`src/rtl/cpu_pkg.sv`:
```
// Shared definitions for the lab CPU front end: instruction field encodings,
// controller register-select codes and the issue FSM state type.
package cpu_pkg;

  // Opcode field IR[15:13]
  localparam logic [2:0] OP_MOV = 3'b110;
  localparam logic [2:0] OP_ALU = 3'b101;

  // ALU_op field IR[12:11] for OP_MOV
  localparam logic [1:0] MOV_REG = 2'b00;
  localparam logic [1:0] MOV_IMM = 2'b10;

  // ALU_op field IR[12:11] for OP_ALU
  localparam logic [1:0] ALU_ADD = 2'b00;
  localparam logic [1:0] ALU_CMP = 2'b01;
  localparam logic [1:0] ALU_AND = 2'b10;
  localparam logic [1:0] ALU_MVN = 2'b11;

  // Controller register-select encodings
  localparam logic [1:0] SEL_RM = 2'b00;
  localparam logic [1:0] SEL_RD = 2'b01;
  localparam logic [1:0] SEL_RN = 2'b10;

  localparam int INSTR_W = 16;

  typedef enum logic [1:0] {
    IDLE  = 2'b00,
    ISSUE = 2'b01,
    BUSY  = 2'b10
  } issue_state_t;

  // True for the encodings the datapath controller knows how to execute.
  function automatic logic is_legal(input logic [INSTR_W-1:0] instr);
    logic [2:0] op;
    logic [1:0] alu;
    op  = instr[15:13];
    alu = instr[12:11];
    return (op == OP_ALU) ||
           ((op == OP_MOV) && ((alu == MOV_IMM) || (alu == MOV_REG)));
  endfunction

endpackage

```
`src/rtl/instr_fifo.sv`:
```
// Small synchronous FIFO holding instruction words ahead of the issue FSM.
// DEPTH must be a power of two so the pointers wrap naturally.
module instr_fifo #(
  parameter int DEPTH = 2,
  parameter int WIDTH = 16
) (
  input  logic             clk,
  input  logic             rst_n,
  input  logic             push_i,
  input  logic [WIDTH-1:0] data_i,
  input  logic             pop_i,
  output logic [WIDTH-1:0] data_o,
  output logic             full_o,
  output logic             empty_o
);

  localparam int AW = (DEPTH > 1) ? $clog2(DEPTH) : 1;
  localparam logic [AW:0] FULL_CNT = (AW+1)'(DEPTH);

  logic [WIDTH-1:0] mem_q [DEPTH];
  logic [AW-1:0]    wr_ptr_q;
  logic [AW-1:0]    rd_ptr_q;
  logic [AW:0]      count_q;
  logic             do_push;
  logic             do_pop;

  assign full_o  = (count_q == FULL_CNT);
  assign empty_o = (count_q == '0);
  assign do_push = push_i & ~full_o;
  assign do_pop  = pop_i & ~empty_o;
  assign data_o  = mem_q[rd_ptr_q];

  // Pointer and occupancy bookkeeping; pointers wrap modulo DEPTH.
  always_ff @(posedge clk) begin
    // NOTE: sequential state uses non-blocking assignments so every register
    // samples the pre-edge values, independent of statement order.
    if (!rst_n) begin
      wr_ptr_q <= '0;
      rd_ptr_q <= '0;
      count_q  <= '0;
    end else begin
      if (do_push) wr_ptr_q <= wr_ptr_q + 1'b1;
      if (do_pop)  rd_ptr_q <= rd_ptr_q + 1'b1;
      case ({do_push, do_pop})
        2'b10:   count_q <= count_q + 1'b1;
        2'b01:   count_q <= count_q - 1'b1;
        default: count_q <= count_q;
      endcase
    end
  end

  // Storage write port.
  always_ff @(posedge clk) begin
    // NOTE: the storage array is deliberately not reset; an empty FIFO never
    // exposes stale words, and leaving it out keeps it a plain RAM.
    if (do_push) mem_q[wr_ptr_q] <= data_i;
  end

endmodule

```
`src/rtl/instr_issue.sv`:
```
// Instruction issue front end: buffers incoming words, drops illegal ones,
// latches one legal instruction at a time into IR and pulses start to the
// datapath controller when it is waiting. Decoded fields come from IR only.
module instr_issue
  import cpu_pkg::*;
#(
  parameter int DEPTH = 2
) (
  input  logic        clk,
  input  logic        rst_n,
  input  logic        in_valid,
  input  logic [15:0] in_instr,
  output logic        in_ready,
  input  logic        waiting,
  input  logic [1:0]  reg_sel,
  output logic        start,
  output logic [2:0]  opcode,
  output logic [1:0]  ALU_op,
  output logic [1:0]  shift_op,
  output logic [2:0]  reg_num,
  output logic [15:0] sximm8,
  output logic [15:0] sximm5,
  output logic        busy,
  output logic        illegal
);

  issue_state_t  state_q;
  logic [15:0]   ir_q;
  logic          start_q;
  logic          busy_q;
  logic          illegal_q;

  logic [15:0]   head;
  logic          full;
  logic          empty;
  logic          push;
  logic          pop;
  logic          head_legal;
  logic          load;

  // The source may only push when there is room, and never during reset.
  assign in_ready = rst_n & ~full;
  assign push     = in_valid & in_ready;

  // Illegal heads are discarded at once; legal heads wait for the controller.
  assign head_legal = is_legal(head);
  assign pop  = (state_q == IDLE) & ~empty & (~head_legal | waiting);
  assign load = pop & head_legal;

  instr_fifo #(
    .DEPTH (DEPTH),
    .WIDTH (16)
  ) u_fifo (
    .clk     (clk),
    .rst_n   (rst_n),
    .push_i  (push),
    .data_i  (in_instr),
    .pop_i   (pop),
    .data_o  (head),
    .full_o  (full),
    .empty_o (empty)
  );

  // Issue FSM with registered start/busy/illegal and the instruction register.
  always_ff @(posedge clk) begin
    if (!rst_n) begin
      state_q   <= IDLE;
      ir_q      <= '0;
      start_q   <= 1'b0;
      busy_q    <= 1'b0;
      illegal_q <= 1'b0;
    end else begin
      start_q <= 1'b0;
      case (state_q)
        IDLE: begin
          if (pop && !head_legal) illegal_q <= 1'b1;
          if (load) begin
            ir_q    <= head;
            state_q <= ISSUE;
            start_q <= 1'b1;
            busy_q  <= 1'b1;
          end
        end
        ISSUE: state_q <= BUSY;
        BUSY: begin
          if (waiting) begin
            state_q <= IDLE;
            busy_q  <= 1'b0;
          end
        end
        default: begin
          state_q <= IDLE;
          busy_q  <= 1'b0;
        end
      endcase
    end
  end

  assign start   = start_q;
  assign busy    = busy_q;
  assign illegal = illegal_q;

  // Field decode, always from the latched instruction.
  assign opcode   = ir_q[15:13];
  assign ALU_op   = ir_q[12:11];
  assign shift_op = ir_q[4:3];
  assign sximm8   = {{8{ir_q[7]}}, ir_q[7:0]};
  assign sximm5   = {{11{ir_q[4]}}, ir_q[4:0]};

  // Register-number mux selected by the controller.
  always_comb begin
    // NOTE: assigning a default first guarantees no latch is inferred even if
    // a select value is missed by the case below.
    reg_num = 3'b000;
    case (reg_sel)
      SEL_RM:  reg_num = ir_q[2:0];
      SEL_RD:  reg_num = ir_q[7:5];
      SEL_RN:  reg_num = ir_q[10:8];
      default: reg_num = 3'b000;
    endcase
  end

endmodule

```
`config.mk`:
```
export PLATFORM = sky130hd
export DESIGN_NAME = instr_issue
export DESIGN_NICKNAME = d
export VERILOG_FILES = /design/src/rtl/cpu_pkg.sv /design/src/rtl/instr_fifo.sv /design/src/rtl/instr_issue.sv
export SDC_FILE = /design/constraint.sdc
export NUM_CORES = 1
export LEC_CHECK = 0
export CORE_MARGIN = 3
export CORE_UTILIZATION = 49
export CTS_BUF_LIST = sky130_fd_sc_hd__clkbuf_8 sky130_fd_sc_hd__clkbuf_16
export DETAILED_ROUTE_END_ITERATION = 12
export PLACE_DENSITY = 0.8
export SYNTH_ARGS = -nofsm -noshare
export SYNTH_HDL_FRONTEND = slang
export SYNTH_SLANG_ARGS = --single-unit
```
`constraint.sdc`:
```
create_clock -name clk -period 5.1 [get_ports clk]
set_input_delay 1.02 -clock clk [delete_from_list [all_inputs] [get_ports clk]]
set_output_delay 1.02 -clock clk [all_outputs]
set_load 0.01 [all_outputs]
```
==> results.py, run 1 <==
metrics = {
    "setup_path": {
        "crit_chain": "clkdlybuf4s50_1 -> nor2b_1 -> nand2_1 -> o21ai_0 -> clkdlybuf4s50_1",
        "cp_slowest_cell": "clkdlybuf4s50_1",
        "path_max_fanout": 4,
        "rr_worst_depth": 7,
        "worst-path-stages": 5,
        "critical-path-max-stage-delay_ps": 560,
        "cp-end-kind": "output port",
        "required_ps": 4080,
        "crit_buf_inv": 2,
        "worstSetupStartpointType": "primary input",
        "crit_type": "primary input to output port",
        "arrival_ps": 2520,
        "crit_family": "buffers and inverters",
        "crit_top_cell": "clkdlybuf4s50_1",
    },
    "timing": {
        "max_slew_margin_pct": 49.9,
        "setup_viol_count_final": 0,
        "hold_viol_final": 0,
        "fin_ws_ps": 1560,
        "tightest_slew_ps": 751,
        "drv_slew": 0,
        "finalClockSkew_ps": 4.14,
        "fin_crit_ps": 3540,
        "tns_ps": 0,
        "rsz0062_at_grt": "false",
        "post-route-period-util_pct": 69.3,
        "fmax_ghz": 0.283,
    },
    "power_and_ir_drop": {
        "sw_frac_of_total_pct": 25.2,
        "p_comb_share_pct": 21.0,
        "switchingPower_mw": 0.367,
        "leakage_nw": 1.26,
        "seqPwrFrac_pct": 40.8,
        "power.density_nw_per_um2": 435,
        "power_mw": 1.46,
        "clkPwrFrac_pct": 38.2,
        "p_int_mw": 1.09,
        "max-vdd-ir-drop_uv": 230,
    },
    "cts": {
        "holdBufCountCts": 0,
        "cts_sinks": 58,
        "cts_resized": 0,
        "cts_buffers": 9,
        "cts_tree": "done",
        "cts_buffer_depth": 2,
        "clock_latency_ps": 330,
        "cts_setup_buffers": 0,
        "clk_pin_slew_ps": 60,
        "cts_max_level": 3,
        "clk_root_buffer_cell": "clkbuf_8",
    },
    "logic_synthesis": {
        "synth.ff_latch_count": 58,
        "syn_area_per_cell_sq_um": 11.7,
        "yosys_warnings": 0,
        "syn_nets": 250,
        "synth_enable_flop_cells": 32,
        "synth_cells": 227,
        "ys_types": 38,
        "synthesis.area_sq_um": 2650,
        "synthArstFlopShare_pct": 0,
        "ys_seq_area_share_pct": 55.8,
        "synth_ff_type": "edfxtp_1",
    },
    "floorplan": {
        "die_x_um": 79.6,
        "die_area_sq_um": 6330,
        "start_util_pct": 51.3,
        "die_h_um": 79.6,
        "ioPinCount": 68,
        "fp-row-count": 26,
        "core_sq_um": 5170,
    },
    "drt": {
        "drt-wirelength-per-cell_um": 12.8,
        "post-route-drc-count": 0,
        "firstDrtPassIters": 4,
        "detail-route-antenna-nets": 0,
        "vias_per_cell": 4.84,
        "drtIter0Drc": 98,
        "vias": 1626,
        "routed_wl_mm": 4.30,
    },
    "placed_design": {
        "hpwl_mm": 3.05,
        "placed_cell_area_sq_um": 3090,
        "io_buffers": 67,
        "gp_congestion": 0.789,
        "dp_cells": 320,
        "place_ws_ps": 1560,
    },
    "grt": {
        "grt-ovfl-total": 0,
        "antenna_found_initial": 0,
        "grt_pass1_wl_mm": 6.96,
        "track_usage_pct": 14.6,
        "grt_max_degree": 37,
        "grt_pass1_vias": 1510,
    },
    "worst_hold_path": {
        "hp-class": "register to register",
        "hold_path_depth": 2,
    },
    "status": {
        "status": "finished clean",
    },
    "final_layout": {
        "final_layout_size_suffix_gt1_share_pct": 13.5,
        "fin_nets": 284,
        "n_fill_cell": 376,
        "ff_latch_area_sq_um": 1480,
        "stdcell_area_sq_um": 3350,
        "diodes": 0,
        "fin_cells": 336,
        "syn_to_final_growth_pct": 26.4,
        "multi_input_area_sq_um": 800,
    },
    "run": {
        "maxCapViolCount": 0,
    },
}
[final cells by class]
cell class,instances,share of cell area [%]
flip-flops and latches,58,44.2
multi-input cells,116,23.8
repair buffers,71,20.9
clock inverters,7,4.22
clock buffers,9,3.69
well taps,70,2.61
inverters,5,0.560
[cell usage after synthesis, types with 2 or more instances]
library cell | number | share of area (%)
a21oi_1 | 4 | 0.75
buf_4 | 39 | 11
buf_6 | 2 | 0.85
clkbuf_1 | 5 | 0.71
dfxtp_1 | 26 | 20
edfxtp_1 | 32 | 36
inv_1 | 5 | 0.71
mux2_2 | 13 | 5.5
mux2i_1 | 20 | 7.5
nand2_1 | 34 | 4.8
nand2b_1 | 2 | 0.47
nor2_1 | 10 | 1.4
nor2b_1 | 3 | 0.71
o2111ai_1 | 2 | 0.66
o21a_1 | 2 | 0.57
o21ai_0 | 5 | 0.94
xnor2_1 | 2 | 0.66
[power by group through the flow]
stage / logic (mW) / registers (mW) / clock network (mW)
global route: 0.337 / 0.604 / 0.588
global placement: 0.300 / 0.603 / 0
floorplan: 0.249 / 0.583 / 0
detailed placement: 0.308 / 0.605 / 0
finish: 0.307 / 0.594 / 0.557
CTS: 0.309 / 0.595 / 0.565
[through the flow]
step | hold WS (ps) | utilization [%]
final | 463 | 64.8
after global routing | 487 | 64.8
after CTS | 461 | 64.8
after detailed placement | 451 | 59.7
after global placement | 436 | 59.7
after floorplan | 426 | -
[flip-flops by register name, summed over array words and instances (netlist names), named ones only]
name             flops
u_fifo.mem_q        32
illegal              1
start                1
u_fifo.rd_ptr_q      1
state_q              2
u_fifo.wr_ptr_q      1
u_fifo.count_q       2
ir_q                16
busy                 1
[logic make-up (layout without fill, tap and decap cells)]
kind of cell               after synthesis  count (layout)  share of synthesized area (%)
DFF                                     58              58                           55.8
AOI/OAI and AO/OA                       18              18                           4.48
buffers and inverters                   53              92                           14.0
and+or+nand+nor                         60              60                           10.6
xor gates and xnor gates                 3               3                          0.990
adders and majority gates                1               1                          0.471
muxes                                   34              34                           13.6
[per-layer routing]
metal  share of wire [%]  vias to the layer above  GRT usage [%]
met2                  43                       57           21.2
met5                   0                        -              0
li1                    -                      813              -
met1                  48                      746           19.3
met3                 7.0                       10           4.29
met4                 2.2                        0           8.25
[placed cells by master, fill, tap and decap left out, types with 2 or more instances in the layout]
cell and count:
a21oi_1 4, buf_4 4, bufinv_16 4, clkbuf_8 9, clkdlybuf4s50_1 67, dfxtp_1 26
edfxtp_1 32, inv_1 5, mux2_2 13, mux2i_1 20, nand2_1 34, nand2b_1 2
nor2_1 10, nor2b_1 3, o2111ai_1 2, o21a_1 2, o21ai_0 5, xnor2_1 2
[tightest hold or removal path, cell delays in order (launching register included)]
cell and delay (ps):
dfxtp_1 320, inv_1 50, a21oi_1 50
[final timing paths]
path                                            start  slack, ps                        endpoint
worst max-delay path                       reg_sel[1]       1560                      reg_num[1]
worst min-delay path            ir_q[15]$_SDFFE_PN0P_        460           ir_q[15]$_SDFFE_PN0P_
worst max register to register               register       2700  u_fifo.count_q[1]$_SDFFE_PN0P_
worst min register to register  ir_q[15]$_SDFFE_PN0P_        460           ir_q[15]$_SDFFE_PN0P_
(Power assumes the default switching activity.)
==> run 2: changes to the inputs <==
- clock period: 5.1 -> 3.59 ns (I/O delays scaled with it)
==> results.py, run 2 (same netlist as run 1, synthesis figures left out) <==
metrics = {
    "status": {
        "status": "finished clean",
    },
    "setup_path": {
        "cp_slowest_cell": "clkdlybuf4s50_1",
        "timing.rr.end": "u_fifo.count_q[1]$_SDFFE_PN0P_",
        "critical-path-max-stage-delay_ps": 560,
        "rrSetupSlack_ps": 1240,
        "crit_type": "primary input to output port",
        "worstSetupStartpointType": "primary input",
        "path_max_fanout": 4,
        "rr_worst_depth": 7,
        "crit_top_cell": "clkdlybuf4s50_1",
        "required_ps": 2870,
        "cp-end-kind": "output port",
        "crit_chain": "clkdlybuf4s50_1 -> nor2b_1 -> nand2_1 -> o21ai_0 -> clkdlybuf4s50_1",
        "arrival_ps": 2200,
        "cp-startpoint": "reg_sel[1]",
    },
    "drt": {
        "vias": 1632,
        "post-route-drc-count": 0,
        "detail-route-antenna-nets": 0,
        "vias_per_cell": 4.86,
        "drtIter0Drc": 166,
        "firstDrtPassIters": 4,
        "drt-wirelength-per-cell_um": 13.5,
        "routed_wl_mm": 4.55,
    },
    "worst_hold_path": {
        "hold_path_depth": 2,
        "hp-class": "register to register",
        "worstHoldEndpoint": "ir_q[15]$_SDFFE_PN0P_",
        "worstHoldStart": "ir_q[15]$_SDFFE_PN0P_",
    },
    "timing": {
        "holdWs_ps": 450,
        "tightest_slew_ps": 749,
        "hold_viol_final": 0,
        "fin_ws_ps": 676,
        "max_slew_margin_pct": 50.0,
        "fin_crit_ps": 2910,
        "drv_slew": 0,
        "tns_ps": 0,
        "post-route-period-util_pct": 81.2,
        "finalClockSkew_ps": 8.61,
        "fmax_ghz": 0.343,
        "rsz0062_at_grt": "false",
        "setup_viol_count_final": 0,
    },
    "cts": {
        "cts_buffers": 9,
        "cts_buffer_depth": 2,
        "clk_root_buffer_cell": "clkbuf_8",
        "cts_max_level": 3,
        "clock_latency_ps": 330,
        "clk_pin_slew_ps": 60,
        "cts_tree": "done",
        "cts_setup_buffers": 0,
        "holdBufCountCts": 0,
        "cts_sinks": 58,
        "cts_resized": 0,
    },
    "floorplan": {
        "die_h_um": 79.6,
        "die_area_sq_um": 6330,
        "core_sq_um": 5170,
        "start_util_pct": 51.3,
        "die_x_um": 79.6,
        "ioPinCount": 68,
        "fp-row-count": 26,
    },
    "final_layout": {
        "fin_nets": 284,
        "n_fill_cell": 392,
        "final_cell_mix": "clkdlybuf4s50_1, nand2_1, edfxtp_1",
        "diodes": 0,
        "layout_commonest_cell": "clkdlybuf4s50_1",
        "largest_register_ffs": 32,
        "reg.largest.list": "u_fifo.mem_q (32), ir_q (16)",
        "largest_register": "u_fifo.mem_q",
        "syn_to_final_growth_pct": 22.4,
        "stdcell_area_sq_um": 3250,
        "final_layout_size_suffix_gt1_share_pct": 13.2,
    },
    "power_and_ir_drop": {
        "leakage_nw": 1.22,
        "power.density_nw_per_um2": 545,
        "power_mw": 1.77,
        "max-vdd-ir-drop_uv": 341,
    },
    "grt": {
        "grt-ovfl-total": 0,
        "track_usage_pct": 15.4,
        "antenna_found_initial": 0,
        "grt_max_degree": 36,
        "grt_pass1_wl_mm": 7.38,
        "grt_pass1_vias": 1543,
    },
    "placed_design": {
        "placed_cell_area_sq_um": 3090,
        "place_ws_ps": 679,
        "hpwl_mm": 3.20,
        "gp_congestion": 0.724,
        "io_buffers": 67,
    },
    "run": {
        "maxCapViolCount": 0,
    },
}
==> run 2: cell count changes in the layout (fill, tap and decap cells not counted), sizes merged <==
cell      change
clkinvlp      -1
bufinv        -4
inv           +1
clkinv        +4
==> run 2: layout make-up <==
cell class	count	area (sq um)	area share [%]
Clock buffer	9	124	3.81
Clock inverter	7	37.5	1.16
Inverter	5	18.8	0.578
Multi-Input combinational cell	116	800	24.6
Sequential cell	58	1480	45.6
Tap cell	70	87.6	2.70
Timing Repair Buffer	71	701	21.6
==> run 2: critical path, delay by kind of cell <==
| kind | cells | cell delay, ps |
|---|---|---|
| buf+inv | 2 | 1070 |
| simple gates | 2 | 320 |
| compound gates | 1 | 80 |
==> run 2: metal layers <==
metal	global-route usage [%]	wire [um]	up-vias
li1	-	-	813
met1	20.0	2040	753
met2	23.0	2100	56
met3	3.50	286	10
met4	9.79	125	0
met5	0	0	-
==> run 2: per-stage QoR <==
step / instances / utilization (%)
after floorplan: 227 / -
after global placement: 320 / 59.7
after detailed placement: 320 / 59.7
after CTS: 336 / 62.8
after global routing: 336 / 62.8
final: 336 / 62.8
==> run 2: report_power, final <==
| part | switching, mW | leakage (nW) | internal (mW) |
|---|---|---|---|
| clock | 0.246 | 0.0937 | 0.242 |
| combinational | 0.194 | 0.625 | 0.242 |
| sequential | 0.0687 | 0.505 | 0.778 |
==> run 2: worst max path at each step <==
stage,end,slack (ps)
2_1_floorplan,u_fifo.mem_q[0][0]$_DFFE_PP_,1320
3_3_place_gp,reg_num[2],740
3_5_place_dp,reg_num[0],680
4_1_cts,reg_num[1],670
5_1_grt,reg_num[0],530
6_report,reg_num[1],680
==> run 3: changes to the inputs <==
- CORE_UTILIZATION: 49 -> 44
- PLACE_DENSITY: 0.8 -> 0.76
- clock period: 3.59 -> 2.35 ns (I/O delays scaled with it)
==> results.py, run 3 (same netlist as run 1, synthesis figures left out) <==
metrics = {
    "drt": {
        "routed_wl_mm": 4.52,
        "drtIter0Drc": 70,
        "firstDrtPassIters": 4,
        "post-route-drc-count": 0,
        "drt-wirelength-per-cell_um": 13.3,
        "vias": 1623,
        "vias_per_cell": 4.76,
        "detail-route-antenna-nets": 0,
    },
    "power_and_ir_drop": {
        "power.density_nw_per_um2": 855,
        "max-vdd-ir-drop_uv": 406,
        "leakage_nw": 1.28,
    },
    "timing": {
        "rsz0062_at_grt": "false",
        "finalClockSkew_ps": 7.32,
        "max_slew_margin_pct": 73.8,
        "holdWs_ps": 454,
        "hold_viol_final": 0,
        "post-route-period-util_pct": 97.1,
        "fmax_ghz": 0.438,
        "tightest_slew_ps": 391,
        "drv_slew": 0,
        "fin_crit_ps": 2280,
        "setup_viol_count_final": 0,
        "fin_ws_ps": 69.2,
        "tns_ps": 0,
    },
    "cts": {
        "cts_max_level": 3,
        "clock_latency_ps": 330,
        "cts_buffer_depth": 2,
        "cts_buffers": 9,
        "cts_setup_buffers": 0,
        "clk_pin_slew_ps": 70,
        "cts_sinks": 58,
        "cts_tree": "done",
        "clk_root_buffer_cell": "clkbuf_8",
    },
    "setup_path": {
        "worstSetupStartpointType": "primary input",
        "crit_type": "primary input to output port",
        "cp-end-kind": "output port",
        "arrival_ps": 1810,
        "critical-path-max-stage-delay_ps": 550,
        "crit_chain": "clkdlybuf4s50_1 -> nor2b_4 -> nand2_1 -> o21ai_0 -> clkdlybuf4s50_1",
        "crit_top_cell": "clkdlybuf4s50_1",
        "required_ps": 1880,
        "path_max_fanout": 3,
        "rr_worst_depth": 7,
        "cp_slowest_cell": "clkdlybuf4s50_1",
    },
    "floorplan": {
        "ioPinCount": 68,
        "die_area_sq_um": 7000,
        "core_sq_um": 5680,
        "fp-row-count": 27,
        "start_util_pct": 46.8,
        "die_h_um": 83.7,
        "die_x_um": 83.7,
    },
    "final_layout": {
        "reg.largest.list": "u_fifo.mem_q (32), ir_q (16)",
        "diodes": 0,
        "n_fill_cell": 478,
        "fin_util_pct": 58.5,
        "largest_register_ffs": 32,
        "ff_latch_area_sq_um": 1480,
        "multi_input_area_sq_um": 807,
        "final_cell_mix": "clkdlybuf4s50_1, nand2_1, edfxtp_1",
        "fin_nets": 287,
        "final_layout_size_suffix_gt1_share_pct": 14.5,
        "largest_register": "u_fifo.mem_q",
        "fin_cells": 341,
        "layout_commonest_cell": "clkdlybuf4s50_1",
        "syn_to_final_growth_pct": 25.0,
    },
    "run": {
        "maxCapViolCount": 0,
    },
    "placed_design": {
        "place_ws_ps": -71.6,
        "dp_cells": 325,
        "gp_congestion": 0.817,
        "io_buffers": 67,
        "hpwl_mm": 3.26,
    },
    "worst_hold_path": {
        "hp-class": "register to register",
        "hold_path_depth": 2,
    },
    "status": {
        "status": "finished clean",
    },
    "grt": {
        "antenna_found_initial": 0,
        "grt_pass1_vias": 1640,
        "grt_pass1_wl_mm": 7.66,
        "track_usage_pct": 14.0,
        "grt-ovfl-total": 0,
        "grt_max_degree": 35,
    },
}
## run 3: metrics by stage
stage / total power [mW] / area [sq um]
floorplan: 1.81 / 2650
global placement: 1.97 / 3110
detailed placement: 1.99 / 3110
CTS: 2.88 / 3310
global route: 3.00 / 3320
finish: 2.84 / 3320
## run 3: timing repair
action,4_1_cts,5_1_grt
gates resized for setup,2,3
setup endpoints to repair,3,3
hold buffers,0,0
## run 3: worst paths after layout
path,start,endpoint,slack (ps)
setup / recovery,reg_sel[0],reg_num[0],70
setup reg to reg,u_fifo.mem_q[0][13]$_DFFE_PP_,u_fifo.count_q[1]$_SDFFE_PN0P_,310
hold reg to reg,ir_q[15]$_SDFFE_PN0P_,ir_q[15]$_SDFFE_PN0P_,450
hold / removal,ir_q[15]$_SDFFE_PN0P_,ir_q[15]$_SDFFE_PN0P_,450
## run 3: worst max-delay path: cells and delay by family
kind | cells | cell delay [ps]
buffers and inverters | 2 | 1040
AOI/OAI and AO/OA | 1 | 70
and+or+nand+nor | 2 | 230
## run 3: final cells by class
cell class	instances	area share, %
clock buffer	9	3.73
sequential	58	44.6
clock inverter	7	2.11
multi-input combinational	116	24.3
timing repair buffer	74	21.9
inverter	5	0.566
tap	72	2.71
## run 3: power by group
group / internal, mW / leakage [nW] / switching (mW)
Combinational: 0.378 / 0.684 / 0.331
Clock: 0.484 / 0.0889 / 0.381
Sequential: 1.19 / 0.505 / 0.0730
## run 3: metal layers
layer / routed length (um) / vias up / share of wire, % / track usage, %
li1: - / 819 / - / -
met1: 2040 / 748 / 45 / 17.3
met2: 2160 / 49 / 48 / 21.6
met3: 224 / 7 / 5.0 / 3.75
met4: 89 / 0 / 2.0 / 8.48
met5: 0 / - / 0 / 0
